File: config.mk
export PLATFORM = sky130hd
export DESIGN_NAME = mem_port_arbiter
export DESIGN_NICKNAME = d
export VERILOG_FILES = /design/src/rtl/mem_port_arbiter.sv
export SDC_FILE = /design/constraint.sdc
export NUM_CORES = 1
export LEC_CHECK = 0
export ABC_AREA = 1
export BUFFER_PORTS_ARGS = -buffer_cell sky130_fd_sc_hd__buf_4
export CORE_MARGIN = 5
export CORE_UTILIZATION = 40
export DETAILED_ROUTE_END_ITERATION = 10
export PLACE_DENSITY = 0.75
export SKIP_CTS_REPAIR_TIMING = 1
export SLEW_MARGIN = 10
export SYNTH_ARGS = -nofsm -noshare
export SYNTH_HDL_FRONTEND = slang
export SYNTH_SLANG_ARGS = --single-unit
export TNS_END_PERCENT = 30
File: constraint.sdc
create_clock -name clk -period 5.1 [get_ports clk]
set_clock_uncertainty 0.1 [all_clocks]
set_input_delay 1.02 -clock clk [delete_from_list [all_inputs] [get_ports clk]]
set_output_delay 1.02 -clock clk [all_outputs]
set_load 0.05 [all_outputs]
File: src/rtl/mem_port_arbiter.sv
// mem_port_arbiter
// Shares one single-ported instruction/data memory between the IF and MEM
// stages. Data accesses normally win over fetches, but once STARVE_LIMIT data
// grants have been made in a row while a fetch was waiting, the fetch is
// forced ahead. Arbitration happens in IDLE and on every completion cycle, so
// back-to-back transactions need no idle bubble.
module mem_port_arbiter #(
  parameter int ADDR_W       = 32,
  parameter int DATA_W       = 32,
  parameter int STARVE_LIMIT = 4
) (
  input  logic              clk,
  input  logic              rstN,
  // IF stage port
  input  logic              fetchReq,
  input  logic [ADDR_W-1:0] fetchAddr,
  output logic              fetchDone,
  output logic [DATA_W-1:0] fetchRdata,
  // MEM stage port
  input  logic              dataReq,
  input  logic              dataWe,
  input  logic [ADDR_W-1:0] dataAddr,
  input  logic [DATA_W-1:0] dataWdata,
  output logic              dataDone,
  output logic [DATA_W-1:0] dataRdata,
  // Memory side
  output logic              memReq,
  output logic              memWe,
  output logic [ADDR_W-1:0] memAddr,
  output logic [DATA_W-1:0] memWdata,
  input  logic [DATA_W-1:0] memRdata,
  input  logic              memReady,
  // Hazard unit
  output logic              stallFetch,
  output logic              stallData
);

  typedef enum logic [1:0] {
    ST_IDLE  = 2'd0,
    ST_FETCH = 2'd1,
    ST_DATA  = 2'd2
  } state_t;

  localparam logic [3:0] LP_LIMIT = 4'(STARVE_LIMIT);

  state_t              r_state;
  logic [3:0]          r_streak;
  logic                r_mem_req;
  logic                r_mem_we;
  logic [ADDR_W-1:0]   r_mem_addr;
  logic [DATA_W-1:0]   r_mem_wdata;

  logic                w_arb;
  logic                w_starved;
  logic                w_grant_fetch;
  logic                w_grant_data;
  logic                w_fetch_done;
  logic                w_data_done;

  // Open an arbitration slot (idle, or the outstanding access completes) and pick the winner.
  always_comb begin
    w_arb         = 1'b0;
    w_starved     = 1'b0;
    w_grant_fetch = 1'b0;
    w_grant_data  = 1'b0;
    case (r_state)
      ST_IDLE:  w_arb = 1'b1;
      ST_FETCH: w_arb = memReady;
      ST_DATA:  w_arb = memReady;
      default:  w_arb = 1'b1;
    endcase
    w_starved = fetchReq && (r_streak == LP_LIMIT);
    if (w_arb) begin
      if (w_starved) begin
        w_grant_fetch = 1'b1;
      end else if (dataReq) begin
        w_grant_data = 1'b1;
      end else if (fetchReq) begin
        w_grant_fetch = 1'b1;
      end else begin
        w_grant_fetch = 1'b0;
        w_grant_data  = 1'b0;
      end
    end else begin
      w_grant_fetch = 1'b0;
      w_grant_data  = 1'b0;
    end
  end

  // Completion strobes: the outstanding access finishes in the cycle memReady is seen.
  always_comb begin
    w_fetch_done = (r_state == ST_FETCH) && memReady;
    w_data_done  = (r_state == ST_DATA) && memReady;
  end

  // Transaction FSM: latch the granted request into the memory-side registers.
  always_ff @(posedge clk or negedge rstN) begin
    if (!rstN) begin
      r_state     <= ST_IDLE;
      r_mem_req   <= 1'b0;
      r_mem_we    <= 1'b0;
      r_mem_addr  <= {ADDR_W{1'b0}};
      r_mem_wdata <= {DATA_W{1'b0}};
    end else begin
      if (w_grant_data) begin
        r_state     <= ST_DATA;
        r_mem_req   <= 1'b1;
        r_mem_we    <= dataWe;
        r_mem_addr  <= dataAddr;
        r_mem_wdata <= dataWdata;
      end else if (w_grant_fetch) begin
        r_state     <= ST_FETCH;
        r_mem_req   <= 1'b1;
        r_mem_we    <= 1'b0;
        r_mem_addr  <= fetchAddr;
      end else if (w_arb) begin
        r_state     <= ST_IDLE;
        r_mem_req   <= 1'b0;
        r_mem_we    <= 1'b0;
      end else begin
        r_state     <= r_state;
      end
    end
  end

  // Starvation streak: data grants in a row while a fetch is waiting, saturating at the limit.
  always_ff @(posedge clk or negedge rstN) begin
    if (!rstN) begin
      r_streak <= 4'd0;
    end else if (!fetchReq || w_grant_fetch) begin
      r_streak <= 4'd0;
    end else if (w_grant_data && (r_streak < LP_LIMIT)) begin
      r_streak <= r_streak + 4'd1;
    end else begin
      r_streak <= r_streak;
    end
  end

  assign fetchDone  = w_fetch_done;
  assign dataDone   = w_data_done;
  assign fetchRdata = memRdata;
  assign dataRdata  = memRdata;
  assign memReq     = r_mem_req;
  assign memWe      = r_mem_we;
  assign memAddr    = r_mem_addr;
  assign memWdata   = r_mem_wdata;
  assign stallFetch = fetchReq & ~w_fetch_done;
  assign stallData  = dataReq & ~w_data_done;

endmodule

======== Yosys cells after proc, flatten, opt, wreduce, memory -nomap -nowiden ========
Cells that the tools add are included.
storage, ports and cells
  flip-flop bits (word level) ............. 72
  input port bits ......................... 134
  output and inout bits ................... 134
  word-level logic and storage cells ...... 45
operators by class
  $add $sub $neg .......................... 1
  order comparisons ....................... 1
  eq/ne operators ......................... 3
  multiplexer cells ....................... 20
  bitwise logic cells ..................... 4
  reduce and logical (&&, ||, !) cells .... 10
operators with widths
  operator                                                    number
  2-to-1 mux 32 bit                                           2
  2-to-1 mux 1 bit                                            13
  2-to-1 mux 4 bit                                            2
  2-to-1 mux 2 bit                                            3
  adder 4 x 1 -> 4 bit, second input constant                 1
  equality test 4 x 3 -> 1 bit, second input constant         1
  logical AND 1 bit                                           4
  less-than comparator 4 x 3 -> 1 bit, second input constant  1
  nonzero test 2 bit                                          2
  nonzero test 3 bit                                          1
  bitwise AND 1 bit                                           2
  equality test 2 x 1 -> 1 bit, second input constant         1
  equality test 2 bit, second input constant                  1
  NOT 1 bit                                                   2
  OR reduction 2 bit                                          1
  zero test 1 bit                                             1
  logical OR 1 bit                                            1

======== Longest topological paths before layout ========
  depth in word-level cells ............... 7
  gate-level depth with buffers ........... 10
  gate-level depth less buffers ........... 8

======== Worst setup path after synthesis ========
No wires, ideal clock.
  path kind ............................... input to output
  from .................................... input port memReady
  to ...................................... output port stallData
  arrival ................................. 1.990 ns
  required time ........................... 3.980 ns
  slack ................................... 1.990 ns
  stages on the path ...................... 3
  path buffers ............................ 0
  cell sequence ........................... nand2_1 inv_1 nor2_1
on the way
  cells in the longest elaborated chain, start to end .. 3
ends and longest elaborated chain
  element            RTL line  text
  start, declared    32        input logic memReady,
  logical AND 1 bit  93        w_data_done = (r_state == ST_DATA) && memReady;
  via dataDone       24        output logic dataDone,
  NOT 1 bit          148       assign stallData = dataReq & ~w_data_done;
  bitwise AND 1 bit  148
  end, declared      35        output logic stallData
The timed path passes the listed nets, and every way through them passes these cells.

======== Final worst setup path ========
  from .................................... input port memReady
  to ...................................... output port stallData
on the way
  cells in the longest elaborated chain, start to end .. 3
ends and longest elaborated chain
  element            RTL line
  logical AND 1 bit  93
  NOT 1 bit          148
  bitwise AND 1 bit  148
Every way passes these cells.

==> impl_metrics.json <==
{
  "dpl.hpwl_mm": 7.09,
  "slew_violations": 0,
  "grt_max_degree": 73,
  "crit_path_frequent_cell": "buf_4",
  "wl_met3_um": 913,
  "place_inst": 715,
  "place.gp.congestion": 0.742,
  "drt_iter0_markers": 198,
  "cp.required_ns": 3.98,
  "num_io_pins": 268,
  "final_antenna_net_count": 0,
  "slowest_delay_ns": 0.21,
  "critPathArrivalTime_ns": 1.56,
  "leakage_uw": 0.00284,
  "stdcell_count": 731,
  "hold_viol": 0,
  "ys_seq_area_share_pct": 45.4,
  "io_buffer_count": 171,
  "drive_above_1_share_pct": 32.6,
  "maxCapViolCount": 0,
  "fillers": 952,
  "ir_drop_mv": 0.224,
  "grtUsageTotal_pct": 16.7,
  "fin_ws_ns": 2.42,
  "tightest_slew_ns": 1.08,
  "fin_nets": 731,
  "grt_pass1_wl_mm": 16.1,
  "core_mm2": 0.00973,
  "start_util_pct": 40.8,
  "period_needed_ns": 2.68,
  "path_clk_slew_ns": 0.07,
  "cts_max_level": 3,
  "power_uw": 2470,
  "die_y_um": 110,
  "dieArea_mm2": 0.0120,
  "yosysUniqueCellTypes": 19,
  "fmax_mhz": 374,
  "seqCellArea_mm2": 0.00180,
  "clk_latency_ns": 0.33,
  "power.switching_uw": 1100,
  "rows": 36,
  "antenna_found_initial": 0,
  "yosysWarnings": 0,
  "syn-num-nets": 637,
  "synth_seq_cells": 72,
  "tns_ns": 0,
  "clock_power_share_pct": 21.2,
  "outcome": "finished, final reports clean",
  "wl_mm": 10.2,
  "avgSynthCellArea_um2": 7.95,
  "cts-buffers-inserted": 9,
  "p_int_uw": 1370,
  "cts.sinks": 72,
  "timing.slew.headroom_pct": 28.0,
  "rsz0062_at_grt": "false",
  "met2_length_mm": 4.95,
  "pwr-share-seq_pct": 32.5,
  "ctsLongestPathBuffers": 2,
  "area_growth_pct": 27.9,
  "switching_share_pct": 44.5,
  "end_kind": "primary output",
  "route.layer.met1.wl_mm": 4.03,
  "power_frac_comb_pct": 46.3,
  "min_path_type": "flip-flop to flip-flop",
  "highest_layer": "met4",
  "mappedNetlistArea_mm2": 0.00397,
  "path_class": "input pin to primary output",
  "syn_inst": 499,
  "worstPathCellList": "buf_4 > nand2_1 > inv_1 > nor2_1 > buf_4",
  "cp-start-kind": "input pin",
  "p_per_area_mw_per_mm2": 487,
  "multiInputGateArea_mm2": 0.00139,
  "first_global_vias": 3396,
  "n_antenna_cell": 0,
  "gr-total-overflow": 0,
  "viasPerCell": 4.71,
  "period_share_pct": 52.5,
  "post-route-drc-count": 0,
  "cts_root_buf": "clkbuf_8",
  "first_pass_iters": 4,
  "vias": 3443,
  "pre_cts_ws_ns": 2.21,
  "cts_tree": "done",
  "detail_route.wl_per_cell_um": 13.9,
  "setup_viol": 0,
  "cp_max_fo": 4,
  "crit_slowest_cell": "buf_4",
  "die_w_um": 110,
  "fin_util_pct": 52.1
}
-- layout by cell type (no fill, tap or decap), drive strengths merged --
cell and count:
nand4 4, clkinvlp 2, buf 174, a21oi 2, nor2 7, ha 4
dfrtp 72, o22ai 1, inv 44, clkbuf 12, bufinv 2, nand3b 32
nand2 174, o21ai 2, nand3 66
-- path summary, 6_finish.rpt --
check	cells past startpoint	end	startpoint	slack [ns]
worst max-delay path	5	stallData	memReady	2.42
worst min-delay path	2	memWdata[31]	memWdata[31]	0.37
worst max register to register	7	memAddr[12]	r_state[0]	2.69
worst min register to register	2	memWdata[31]	memWdata[31]	0.37
max in group asynchronous	1	memAddr[0]	rstN	3.60
min in group asynchronous	1	memWdata[11]	rstN	0.72
-- metrics by stage --
step                      area, µm²  hold slack, ns
after global routing           5070           0.397
after global placement         4820           0.360
final                          5070           0.374
after detailed placement       4820           0.361
after floorplan                3970           0.396
after CTS                      5060           0.379
-- state kept, by name, indices dropped and copies added, names as in the netlist --
| name | flops |
|---|---|
| memAddr | 32 |
| memWdata | 32 |
| r_streak | 4 |
| r_state | 2 |
| memReq | 1 |
| memWe | 1 |
-- critical path: cells and delay by family --
family	cells	cell delay [ns]
buffers and inverters	3	0.38
AND/OR/NAND/NOR	2	0.15
-- synth_stat cells --
master | instances | area, µm²
a21oi_1 | 2 | 10.0
buf_1 | 2 | 7.51
buf_2 | 7 | 35.0
buf_4 | 69 | 518
buf_6 | 2 | 22.5
clkbuf_1 | 11 | 41.3
dfrtp_1 | 72 | 1800
ha_1 | 4 | 50.1
inv_1 | 44 | 165
nand2_1 | 174 | 653
nand3_1 | 66 | 330
nand3b_1 | 32 | 240
nand4_1 | 3 | 18.8
nand4_2 | 1 | 12.5
nor2_1 | 5 | 18.8
nor2_2 | 1 | 6.26
nor2_4 | 1 | 11.3
o21ai_0 | 2 | 10.0
o22ai_2 | 1 | 12.5
-- power by group through the flow --
| stage | registers [µW] | clock network (µW) | logic (µW) |
|---|---|---|---|
| global placement | 808 | 0 | 1140 |
| finish | 802 | 525 | 1140 |
| detailed placement | 810 | 0 | 1160 |
| floorplan | 1300 | 0 | 408 |
| CTS | 802 | 543 | 1160 |
| global route | 819 | 565 | 1220 |
-- layout make-up --
type                       count  share of cell area, %
clock inverter                 4                   1.48
sequential                    72                   35.5
multi-input combinational    292                   27.4
tap                          133                   3.28
inverter                      44                   3.26
timing repair buffer         174                   25.8
clock buffer                  12                   3.26
-- metal layers --
metal	up-vias	global-route usage (%)
li1	1675	-
met1	1600	19.9
met2	132	28.1
met3	36	4.87
met4	0	7.30
met5	-	0
-- cells by family (layout without fill, tap and decap cells) --
group	Yosys count	after routing	synth area share (%)
simple gates	283	283	32.6
buf+inv	135	234	19.9
flops	72	72	45.4
compound gates	5	5	0.820
fa+ha+maj	4	4	1.26
Power figures use the tool's default switching activity.
